File: src/rtl/fullchip_pkg.sv
// Shared constants and types for the psum transfer path.
// Contents:
//   COL_DEF / BW_PSUM_DEF / DEPTH_DEF - default lane count, lane width, FIFO depth
//   SUM_GUARD                         - guard bits added on top of the lane width
//   SUM_W_DEF                         - default width of a row/accumulated sum
//   acc_state_e                       - accumulator FSM state encoding
package fullchip_pkg;

  localparam int COL_DEF     = 8;
  localparam int BW_PSUM_DEF = 20;
  localparam int DEPTH_DEF   = 8;
  localparam int SUM_GUARD   = 4;
  localparam int SUM_W_DEF   = BW_PSUM_DEF + SUM_GUARD;

  typedef enum logic {
    ST_IDLE = 1'b0,
    ST_ACC  = 1'b1
  } acc_state_e;

endpackage

File: src/rtl/sum_fifo.sv
// Transmit FIFO for accumulated sums, show-ahead read port.
// Ports:
//   clk, reset        - clock, asynchronous active-high reset
//   push_i, data_i    - write strobe and data
//   pop_i             - peer pop strobe (ignored while empty)
//   data_o            - head entry, forced to 0 while empty
//   empty_o, full_o   - occupancy flags
//   ovf_o, udf_o      - sticky flags: push dropped while full / pop while empty
// depth must be a power of two, at least 2.
module sum_fifo
  import fullchip_pkg::*;
#(
  parameter int width = SUM_W_DEF,
  parameter int depth = DEPTH_DEF
) (
  input  logic             clk,
  input  logic             reset,
  input  logic             push_i,
  input  logic [width-1:0] data_i,
  input  logic             pop_i,
  output logic [width-1:0] data_o,
  output logic             empty_o,
  output logic             full_o,
  output logic             ovf_o,
  output logic             udf_o
);

  localparam int AW = $clog2(depth);

  logic [width-1:0] mem_q [depth];
  logic [AW:0]      wr_ptr_q, wr_ptr_d;
  logic [AW:0]      rd_ptr_q, rd_ptr_d;
  logic             ovf_q, ovf_d;
  logic             udf_q, udf_d;
  logic             do_push, do_pop;

  // Extra MSB on each pointer distinguishes full from empty when the
  // index bits match.
  assign empty_o = (wr_ptr_q == rd_ptr_q);
  assign full_o  = (wr_ptr_q[AW] != rd_ptr_q[AW]) &&
                   (wr_ptr_q[AW-1:0] == rd_ptr_q[AW-1:0]);

  // A same-cycle pop frees the slot a push into a full FIFO needs.
  assign do_pop  = pop_i && !empty_o;
  assign do_push = push_i && (!full_o || do_pop);

  always_comb begin
    wr_ptr_d = wr_ptr_q;
    rd_ptr_d = rd_ptr_q;
    ovf_d    = ovf_q;
    udf_d    = udf_q;
    if (do_push) wr_ptr_d = wr_ptr_q + 1'b1;
    if (do_pop)  rd_ptr_d = rd_ptr_q + 1'b1;
    if (push_i && !do_push) ovf_d = 1'b1;
    if (pop_i && empty_o)   udf_d = 1'b1;
  end

  always_ff @(posedge clk or posedge reset) begin
    if (reset) begin
      wr_ptr_q <= '0;
      rd_ptr_q <= '0;
      ovf_q    <= 1'b0;
      udf_q    <= 1'b0;
    end else begin
      wr_ptr_q <= wr_ptr_d;
      rd_ptr_q <= rd_ptr_d;
      ovf_q    <= ovf_d;
      udf_q    <= udf_d;
    end
  end

  always_ff @(posedge clk or posedge reset) begin
    if (reset) begin
      for (int i = 0; i < depth; i++) mem_q[i] <= '0;
    end else if (do_push) begin
      mem_q[wr_ptr_q[AW-1:0]] <= data_i;
    end
  end

  assign data_o = empty_o ? '0 : mem_q[rd_ptr_q[AW-1:0]];
  assign ovf_o  = ovf_q;
  assign udf_o  = udf_q;

endmodule

File: src/rtl/sum_xfer_tx.sv
// Sum-of-absolute-values transfer path: per valid psum row, sums |lane| over
// all lanes, accumulates rows until psum_last, then pushes the total into a
// transmit FIFO read by the peer via fifo_ext_rd.
// Ports:
//   clk, reset          - clock, asynchronous active-high reset
//   psum_in             - col signed lanes, lane k at [k*bw_psum +: bw_psum]
//   psum_valid          - row valid strobe
//   psum_last           - row closes the current accumulation
//   fifo_ext_rd         - peer pop strobe
//   sum_out             - FIFO head (0 while empty)
//   empty, full         - FIFO occupancy flags
//   ovf, udf            - sticky overflow / underflow flags
// Build option: define SUM_XFER_TX_SAT_EN to saturate the accumulator and the
// pushed value at all-ones instead of wrapping.
//
// state   | meaning
// --------+-------------------------------------------
// ST_IDLE | no partial sum, acc_q is zero
// ST_ACC  | partial sum of earlier rows held in acc_q
module sum_xfer_tx
  import fullchip_pkg::*;
#(
  parameter int col     = COL_DEF,
  parameter int bw_psum = BW_PSUM_DEF,
  parameter int depth   = DEPTH_DEF
) (
  input  logic                   clk,
  input  logic                   reset,
  input  logic [col*bw_psum-1:0] psum_in,
  input  logic                   psum_valid,
  input  logic                   psum_last,
  input  logic                   fifo_ext_rd,
  output logic [bw_psum+3:0]     sum_out,
  output logic                   empty,
  output logic                   full,
  output logic                   ovf,
  output logic                   udf
);

  localparam int SW = bw_psum + SUM_GUARD;

  logic [bw_psum-1:0] lane_mag [col];
  logic [SW-1:0]      row_abs;

  logic               s1_valid_q, s1_last_q;
  logic [SW-1:0]      s1_abs_q;

  acc_state_e         state_q, state_d;
  logic [SW-1:0]      acc_q, acc_d;
  logic [SW-1:0]      acc_sum;
  logic               push;
  logic [SW-1:0]      push_data;

  // Two's-complement negate of the most-negative lane yields 2^(bw_psum-1),
  // which is exact when read back as unsigned.
  for (genvar k = 0; k < col; k++) begin : g_abs
    logic [bw_psum-1:0] lane;
    assign lane        = psum_in[k*bw_psum +: bw_psum];
    assign lane_mag[k] = lane[bw_psum-1] ? (-lane) : lane;
  end

  always_comb begin
    row_abs = '0;
    for (int k = 0; k < col; k++) row_abs = row_abs + SW'(lane_mag[k]);
  end

  always_ff @(posedge clk or posedge reset) begin
    if (reset) begin
      s1_valid_q <= 1'b0;
      s1_last_q  <= 1'b0;
      s1_abs_q   <= '0;
    end else begin
      s1_valid_q <= psum_valid;
      s1_last_q  <= psum_valid && psum_last;
      s1_abs_q   <= row_abs;
    end
  end

`ifdef SUM_XFER_TX_SAT_EN
  logic [SW:0] acc_wide;
  assign acc_wide = {1'b0, acc_q} + {1'b0, s1_abs_q};
  assign acc_sum  = acc_wide[SW] ? '1 : acc_wide[SW-1:0];
`else
  assign acc_sum  = acc_q + s1_abs_q;
`endif

  always_ff @(posedge clk or posedge reset) begin
    if (reset) begin
      state_q <= ST_IDLE;
      acc_q   <= '0;
    end else begin
      state_q <= state_d;
      acc_q   <= acc_d;
    end
  end

  always_comb begin
    state_d = state_q;
    if (s1_valid_q) state_d = s1_last_q ? ST_IDLE : ST_ACC;
  end

  // acc_q clears on every closing row, including one the FIFO drops.
  always_comb begin
    acc_d     = acc_q;
    push      = 1'b0;
    push_data = acc_sum;
    if (s1_valid_q) begin
      if (s1_last_q) begin
        push  = 1'b1;
        acc_d = '0;
      end else begin
        acc_d = acc_sum;
      end
    end
  end

  sum_fifo #(
    .width (SW),
    .depth (depth)
  ) u_fifo (
    .clk     (clk),
    .reset   (reset),
    .push_i  (push),
    .data_i  (push_data),
    .pop_i   (fifo_ext_rd),
    .data_o  (sum_out),
    .empty_o (empty),
    .full_o  (full),
    .ovf_o   (ovf),
    .udf_o   (udf)
  );

endmodule

File: config.mk
export PLATFORM = sky130hd
export DESIGN_NAME = sum_xfer_tx
export DESIGN_NICKNAME = d
export VERILOG_FILES = /design/src/rtl/fullchip_pkg.sv /design/src/rtl/sum_fifo.sv /design/src/rtl/sum_xfer_tx.sv
export SDC_FILE = /design/constraint.sdc
export NUM_CORES = 1
export LEC_CHECK = 0
export BUFFER_PORTS_ARGS = -buffer_cell sky130_fd_sc_hd__buf_2
export CORE_UTILIZATION = 45
export CTS_CLUSTER_SIZE = 40
export DETAILED_ROUTE_END_ITERATION = 6
export PLACE_DENSITY = 0.69
export SLEW_MARGIN = 25
export SYNTH_ARGS = -nofsm -noshare
export SYNTH_HDL_FRONTEND = slang
export SYNTH_SLANG_ARGS = --single-unit
File: constraint.sdc
create_clock -name clk -period 9.8 [get_ports clk]
set_clock_uncertainty 0.2 [all_clocks]
set_input_delay 1.47 -clock clk [delete_from_list [all_inputs] [get_ports clk]]
set_output_delay 1.47 -clock clk [all_outputs]
set_load 0.02 [all_outputs]
==> results.toml, run 1 <==
[timing]
rsz0062_at_grt = "no"
tightest_slew_ns = 0.983
period_needed_ns = 7.54
finalSetupViolCount = 0
maxSlewHeadroom = 0.344
fin_tns_setup_ns = 0
hold_viol = 0
period_share = 0.770
slew_violations = 0
timing.fmax_ghz = 0.133

[die]
ios = 193
rows = 73
core_area_um2 = 39800
dieWidth_um = 203
dieArea_um2 = 41300
dieHeight_um = 203
start_util = 0.458

[placed_design]
portBuffers = 192
gp_congestion = 0.971
dpl_cell_area_um2 = 19700
dp_hpwl_mm = 37.3

[critical_path]
cp.arrival_ns = 7.75
cp-start-kind = "input pin"
crit_path_max_fanout = 5
crit_type = "input pin to register"
cp_num_buf_inv = 4
critPathCaptureType = "register"
cp_slowest_cell = "fa_1"
critPathTopFamily = "adder cells"
crit_top_cell = "fa_1"
max_stage_delay_ns = 0.54
crit_path_cell_trace = "buf_2 > or4_4 > or4_1 > or4_1 > or4_1 > o21ai_1 > xor2_1 > fa_1 > inv_1 > fa_1 > fa_1 > inv_1 > fa_1 > inv_1 > ha_1 > a21oi_1 > o21ai_0 > and2_1 > a311oi_1 > o21ai_0 > a21o_1"
worst_ep_required_time_ns = 10.01

[routing]
dr_total_vias = 14200
m1WireLength_mm = 20.8
drt-wirelength-per-cell_um = 18.9
first_pass_iters = 5
drt_iter0_markers = 734
drc = 0
met3_length_mm = 2.81
route.met2.wl_mm = 23.7
postRouteAntennaNets = 0
viasPerCell = 5.54
top_layer = "met5"
wl_mm = 48.5

[global_routing]
grt_pass1_vias = 14800
grt_max_degree = 116
grt_first_pass_wirelength_mm = 77.8
grt_antenna_before_repair = 17
track_usage = 0.239
overflow = 0

[power]
power_density_nw_per_um2 = 410
leakagePower_uw = 0.00950
peakVddDrop_mv = 0.195
power_uw = 8410

[final_layout]
nets = 2360
fin_util = 0.515
drive_gt1_frac = 0.160
area_growth_pct = 12.5
final_cell_mix = "nand2_1 (263), dfrtp_1 (249), o21ai_0 (244)"
fin_area_um2 = 20500
final_common_cell = "nand2_1"

[hold_path]
hold_path.class = "register to register"

[cts]
cts_tree = "done"
postCtsSetupRepairBufs = 0
clk_pin_slew_ns = 0.06
cts_resized = 0
cts_hold_buf = 0
htree_levels = 1
clk_latency_ns = 0.53
root_buffer = "clkbuf_16"
clkSinkCount = 251
numCtsBuffers = 25
clockBufferDepth = 3

[synth]
ys.flop_type = "dfrtp_1"
ys_seq_elements = 251
synth_area_leader_cell = "dfrtp_1"
yosys_warnings = 0
synthTopCellsByArea = "dfrtp_1 (34%), fa_1 (13%), o21ai_0 (6.7%)"
syn_inst = 1873
synth_cell_types = 60
synth_top_area_share = 0.345
ys_seq_area_frac = 0.345
syn_area_um2 = 18200
synthArstFlopShare = 1.00
synth_edf_count = 0
avgSynthCellArea_um2 = 9.73
synth_nets = 2214

[flow_run]
maxCapViolations = 0

[outcome]
status = "finished, final reports clean"
## synth_stat cells, drive strengths merged, types with 2 or more instances
master and n:
or3 21, and2 4, mux4 48, a21o 18, nand3 15, nor2b 9
o21bai 4, mux2 19, o41ai 16, a31o 2, ha 56, nand2b 14
nand3b 6, o22ai 23, o21ai 246, o211ai 6, a21boi 2, or2 3
inv 191, o31ai 37, or4 30, a211oi 2, xnor2 114, or4b 2
buf 7, nor2 61, a21oi 43, fa 120, nand2 263, o21a 2
and3 3, a31oi 5, nand4 15, dfrtp 251, nor3 13, a311oi 4
xor2 69, clkbuf 80, mux2i 27, nor4 8
## path summary, 6_finish.rpt
check                                               from                       endpoint  slack (ns)  cells after the start
worst max-delay path                         psum_in[64]         s1_abs_q[22]$_DFF_PP0_        2.26                     21
max in group asynchronous                          reset          acc_q[19]$_DFFE_PP0P_        7.13                      3
worst min register to register  u_fifo.udf_o$_DFFE_PP0P_       u_fifo.udf_o$_DFFE_PP0P_        0.27                      1
min in group asynchronous                          reset  u_fifo.mem_q[147]$_DFFE_PP0P_        0.90                      2
worst min-delay path            u_fifo.udf_o$_DFFE_PP0P_       u_fifo.udf_o$_DFFE_PP0P_        0.27                      1
worst max register to register     s1_abs_q[0]$_DFF_PP0_          acc_q[22]$_DFFE_PP0P_        5.84                      9
## logic make-up (layout without fill, tap and decap cells)
family | after synthesis | after routing | synth area share
xor+xnor | 183 | 183 | 0.0879
compound gates | 419 | 419 | 0.134
other cells | 0 | 6 | 0
mux | 94 | 94 | 0.0859
buf+inv | 278 | 443 | 0.0577
fa+ha+maj | 176 | 176 | 0.170
simple gates | 472 | 472 | 0.120
flops | 251 | 251 | 0.345
## per-stage QoR
step / cells / hold WS (ns) / setup slack [ns]
6_report: 2569 / 0.266 / 2.26
5_1_grt: 2564 / 0.284 / 2.01
4_1_cts: 2563 / 0.273 / 2.30
3_5_place_dp: 2517 / 0.259 / 1.75
3_3_place_gp: 2516 / 0.233 / 1.80
2_1_floorplan: 1873 / 0.245 / 1.23
## layout make-up
| class | count | area [µm²] |
|---|---|---|
| diodes | 6 | 15.0 |
| flip-flops and latches | 251 | 6290 |
| multi-input cells | 1344 | 10900 |
| clock inverters | 10 | 129 |
| fillers | 3671 | 19300 |
| inverters | 191 | 724 |
| repair buffers | 206 | 1090 |
| clock buffers | 36 | 707 |
| well taps | 525 | 657 |
## where the power goes
| group | internal, µW | switching, µW |
|---|---|---|
| logic | 2280 | 3300 |
| registers | 1580 | 283 |
| clock network | 580 | 391 |
## flip-flops by register name, indices dropped and copies added, names as in the netlist
signal           flops
u_fifo.rd_ptr_q      4
u_fifo.mem_q       192
s1_abs_q            23
u_fifo.ovf_o         1
acc_q               24
u_fifo.udf_o         1
s1_valid_q           1
s1_last_q            1
u_fifo.wr_ptr_q      4
## per-layer routing
metal | up-vias | track usage
met4 | 20 | 0.0636
li1 | 6691 | -
met3 | 83 | 0.0396
met1 | 6994 | 0.302
met5 | - | 0
met2 | 440 | 0.421
No activity file was read; power rests on OpenSTA's default activity.
==> inputs of run 2 (changes only) <==
Settings changed: PLACE_DENSITY 0.69 to 0.71.
Clock period 9.8 ns to 6.25 ns, I/O delays scaled along.
==> results.toml, run 2 (synthesized netlist as in run 1, its figures left out) <==
[flow_run]
maxCapViolations = 0

[outcome]
status = "complete, but fails checks"
violations = "negative setup slack"

[timing]
timing.fmax_ghz = 0.153
hold_viol = 0
holdWs_ns = 0.264
layout_setup_ws_ns = -0.296
rsz0062_at_grt = "yes"
period_needed_ns = 6.55
finalSetupViolCount = 5
tightest_slew_ns = 1.04
slew_violations = 0
period_share = 1.05
maxSlewHeadroom = 0.308

[critical_path]
crit_type = "input pin to register"
worst_ep_required_time_ns = 6.49
r2r_start = "s1_abs_q[0]$_DFF_PP0_"
startpoint = "psum_in[66]"
reg2reg_slack_ns = 2.41
r2r_end = "acc_q[14]$_DFFE_PP0P_"
ff2ff_path_depth = 9
crit_path_max_fanout = 4
timing.critical_path.to = "s1_abs_q[21]$_DFF_PP0_"
critPathCaptureType = "register"
cp.arrival_ns = 6.79
cp-start-kind = "input pin"

[cts]
root_buffer = "clkbuf_16"
clockBufferDepth = 3
numCtsBuffers = 25
clk_pin_slew_ns = 0.06
clk_latency_ns = 0.52
htree_levels = 1
clkSinkCount = 251
cts_tree = "done"

[final_layout]
fillers = 3513
largest_reg_flops = 192
final_common_cell = "nand2_1"
drive_gt1_frac = 0.237
final_cell_mix = "nand2_1 (260), dfrtp_1 (249), o21ai_0 (238)"
regMostFlops = "u_fifo.mem_q"
area_growth_pct = 19.6
largestRegisters = "u_fifo.mem_q (192), acc_q (24), s1_abs_q (23)"
nets = 2495

[power]
leakagePower_uw = 0.0102
power_uw = 15200
power_density_nw_per_um2 = 698
peakVddDrop_mv = 0.338

[die]
dieWidth_um = 203
core_area_um2 = 39800
ios = 193
start_util = 0.458
dieArea_um2 = 41300
rows = 73
dieHeight_um = 203

[routing]
dr_total_vias = 14600
first_pass_iters = 5
viasPerCell = 5.41
drt-wirelength-per-cell_um = 18.4
wl_mm = 49.8
drc = 0
drt_iter0_markers = 644
postRouteAntennaNets = 0

[global_routing]
overflow = 0
grt_pass1_vias = 15000
track_usage = 0.244
grt_max_degree = 186
grt_first_pass_wirelength_mm = 79.4
grt_antenna_before_repair = 11

[placed_design]
gp_congestion = 0.985
dp_hpwl_mm = 38.9
portBuffers = 192

[hold_path]
hold_path.class = "register to register"
==> run 2: cell count changes in the layout (fill, tap and decap cells not counted), sizes merged <==
cell / delta
buf: +135
clkbuf: -4
clkinv: +1
clkinvlp: +2
diode: -1
inv: -2
==> run 2: cell type report <==
| cell class | instances | area (µm²) | area share |
|---|---|---|---|
| antenna | 5 | 12.5 | 0.000574 |
| clock buffer | 32 | 662 | 0.0304 |
| clock inverter | 11 | 133 | 0.00608 |
| inverter | 191 | 721 | 0.0331 |
| multi-input combinational | 1344 | 11200 | 0.514 |
| sequential | 251 | 6290 | 0.288 |
| tap | 525 | 657 | 0.0301 |
| timing repair buffer | 341 | 2140 | 0.0980 |
==> run 2: how the worst min path moves through the flow <==
stage / from / end / slack [ns] / cells after the start
after global routing: u_fifo.udf_o$_DFFE_PP0P_ / u_fifo.udf_o$_DFFE_PP0P_ / 0.28 / 1
after floorplan: u_fifo.mem_q[122]$_DFFE_PP0P_ / u_fifo.mem_q[122]$_DFFE_PP0P_ / 0.24 / 2
after detailed placement: u_fifo.udf_o$_DFFE_PP0P_ / u_fifo.udf_o$_DFFE_PP0P_ / 0.25 / 1
after CTS: u_fifo.udf_o$_DFFE_PP0P_ / u_fifo.udf_o$_DFFE_PP0P_ / 0.27 / 1
after global placement: u_fifo.udf_o$_DFFE_PP0P_ / u_fifo.udf_o$_DFFE_PP0P_ / 0.24 / 1
final: u_fifo.udf_o$_DFFE_PP0P_ / u_fifo.udf_o$_DFFE_PP0P_ / 0.26 / 1
==> run 2: power breakdown <==
part	internal (µW)	switching [µW]	leakage (µW)
registers	2470	450	0.00313
clock network	868	605	0.000392
logic	5060	5760	0.00666
==> run 2: metal layers <==
metal / share of wire / wire (µm) / up-vias / global-route usage
li1: - / - / 6940 / -
met1: 0.43 / 21500 / 7183 / 0.314
met2: 0.49 / 24300 / 394 / 0.424
met3: 0.052 / 2590 / 86 / 0.0387
met4: 0.027 / 1330 / 14 / 0.0690
met5: 0.0017 / 87 / - / 0
==> run 2: what timing repair did <==
item | CTS | global route
resized for setup | 23 | 32
buffers inserted | 1 | 1
hold endpoints to repair | 0 | 0
hold buffers | 0 | 0
pin swaps | 5 | 18
endpoints found under the setup margin | 7 | 9
==> run 2: metrics by stage <==
step / area [µm²] / setup TNS, ns / setup WS (ns) / instances / util
floorplan: 18300 / -1.86 / -0.536 / 1873 / -
global placement: 20700 / -6.53 / -0.848 / 2648 / 0.520
detailed placement: 20700 / -7.12 / -0.934 / 2648 / 0.520
CTS: 21600 / -0.995 / -0.271 / 2692 / 0.542
global route: 21800 / -1.80 / -0.433 / 2695 / 0.547
finish: 21800 / -0.877 / -0.296 / 2700 / 0.548
==> run 2: worst max-delay path: stages <==
cell      delay [ns]
buf_6           0.09
or4_4           0.54
or4_4           0.50
or4_4           0.44
or4_4           0.47
or4_4           0.44
fa_1            0.51
inv_1           0.05
fa_1            0.48
fa_1            0.56
inv_2           0.04
fa_1            0.55
inv_2           0.05
ha_4            0.23
and3_4          0.20
and3_4          0.18
a21oi_4         0.11
o311ai_2        0.11
a21oi_1         0.17
xnor2_1         0.13
==> inputs of run 3 (changes only) <==
Settings changed: CTS_BUF_LIST set to sky130_fd_sc_hd__clkbuf_2.
==> results.toml, run 3 (synthesized netlist as in run 1, its figures left out) <==
[final_layout]
area_growth_pct = 17.4
multi_input_area_um2 = 11100
nets = 2526
final_common_cell = "nand2_1"
fin_util = 0.537
drive_gt1_frac = 0.245
fillers = 3598
regMostFlops = "u_fifo.mem_q"
area.sequential_um2 = 6290
largest_reg_flops = 192
fin_area_um2 = 21400
largestRegisters = "u_fifo.mem_q (192), acc_q (24), s1_abs_q (23)"
final_cells = 2758
final_cell_mix = "nand2_1 (263), dfrtp_1 (249), o21ai_0 (239)"

[critical_path]
crit_type = "input pin to register"
timing.critical_path.to = "s1_abs_q[21]$_DFF_PP0_"
critPathCaptureType = "register"
cp.arrival_ns = 6.80
reg2reg_slack_ns = 2.34
cp-start-kind = "input pin"
r2r_end = "acc_q[14]$_DFFE_PP0P_"
crit_path_max_fanout = 4
startpoint = "psum_in[66]"
r2r_start = "acc_q[0]$_DFFE_PP0P_"
ff2ff_path_depth = 9
worst_ep_required_time_ns = 6.76

[hold_path]
hold_path.class = "input pin to asynchronous set/reset pin"

[placed_design]
pre_cts_slack_ns = -0.934
portBuffers = 192
dp_hpwl_mm = 38.9
place_inst = 2648
gp_congestion = 0.985
dpl_cell_area_um2 = 20700

[cts]
clk_pin_slew_ns = 0.12
root_buffer = "clkbuf_2"
htree_levels = 2
clk_latency_ns = 0.82
numCtsBuffers = 57
clockBufferDepth = 3
cts_tree = "done"
clkSinkCount = 251

[timing]
rsz0062_at_grt = "yes"
slew_violations = 0
maxSlewHeadroom = 0.302
layout_setup_ws_ns = -0.0406
tightest_slew_ns = 1.05
period_share = 1.01
period_needed_ns = 6.29
timing.fmax_ghz = 0.159
hold_viol = 0
finalSetupViolCount = 1

[routing]
dr_total_vias = 14800
viasPerCell = 5.36
drc = 0
wl_mm = 49.6
first_pass_iters = 5
drt_iter0_markers = 642
drt-wirelength-per-cell_um = 18.0
postRouteAntennaNets = 0

[global_routing]
overflow = 0
track_usage = 0.245
grt_max_degree = 186
grt_first_pass_wirelength_mm = 79.5
grt_antenna_before_repair = 12
grt_pass1_vias = 15300

[power]
leakagePower_uw = 0.0101
power_uw = 14400
power_density_nw_per_um2 = 674
peakVddDrop_mv = 0.330

[die]
core_area_um2 = 39800
start_util = 0.458
rows = 73
ios = 193
dieWidth_um = 203
dieHeight_um = 203
dieArea_um2 = 41300

[outcome]
violations = "negative setup slack"
status = "complete, but fails checks"

[flow_run]
maxCapViolations = 0
run 3: cell count changes in the layout (fill, tap and decap cells not counted), moves of 3 or more:
cell       change
nand2_2        -3
clkinv_1      +16
inv_2          +3
nand2_1        +3
clkinv_2       -5
clkbuf_2      +82
clkbuf_1       -6
clkbuf_16     -25
bufinv_16      -3
run 3: metrics by stage:
step / setup TNS, ns / hold slack (ns)
6_report: -0.0406 / 0.0488
5_1_grt: -0.259 / 0.0571
4_1_cts: 0 / 0.0388
3_5_place_dp: -7.12 / 0.255
3_3_place_gp: -6.53 / 0.236
2_1_floorplan: -1.86 / 0.245
run 3: metal layers:
layer,global-route usage,part of all wire
met4,0.0771,0.025
met2,0.423,0.49
met3,0.0438,0.058
met5,0,0.0018
met1,0.311,0.43
run 3: worst max-delay path: stages:
cell and delay [ns]:
buf_6 0.09, or4_4 0.54, or4_4 0.51, or4_4 0.44, or4_4 0.47, or4_4 0.44, fa_1 0.51, inv_1 0.05
fa_1 0.48, fa_1 0.56, inv_2 0.04, fa_1 0.55, inv_2 0.05, ha_4 0.23, and3_4 0.19, and3_4 0.17
a21oi_2 0.12, o311ai_2 0.11, a21oi_1 0.18, xnor2_1 0.13
run 3: worst min path at each step:
stage                                     endpoint  slack [ns]
finish              u_fifo.rd_ptr_q[0]$_DFFE_PP0P_        0.05
global route        u_fifo.rd_ptr_q[2]$_DFFE_PP0P_        0.06
CTS                            s1_last_q$_DFF_PP0_        0.04
detailed placement        u_fifo.udf_o$_DFFE_PP0P_        0.25
global placement          u_fifo.udf_o$_DFFE_PP0P_        0.24
floorplan            u_fifo.mem_q[122]$_DFFE_PP0P_        0.24
run 3: repair_timing:
item	in CTS	in global routing
endpoints found under the setup margin	2	6
hold buffers	1	0
endpoints found under the hold margin	1	0
setup buffers	0	0
pin swaps	0	15
resized for setup	2	34
run 3: power breakdown:
part	leakage (µW)	internal, µW	switching, µW
clock network	0.000378	351	617
logic	0.00663	4950	5580
registers	0.00313	2460	449
total	0.0101	7760	6650
run 3: final cells by class:
type	count	share of cell area
Clock inverter	19	0.00345
Sequential cell	251	0.294
Multi-Input combinational cell	1344	0.519
Inverter	191	0.0337
Timing Repair Buffer	340	0.0996
Clock buffer	82	0.0192
Tap cell	525	0.0307
Antenna cell	6	0.000702
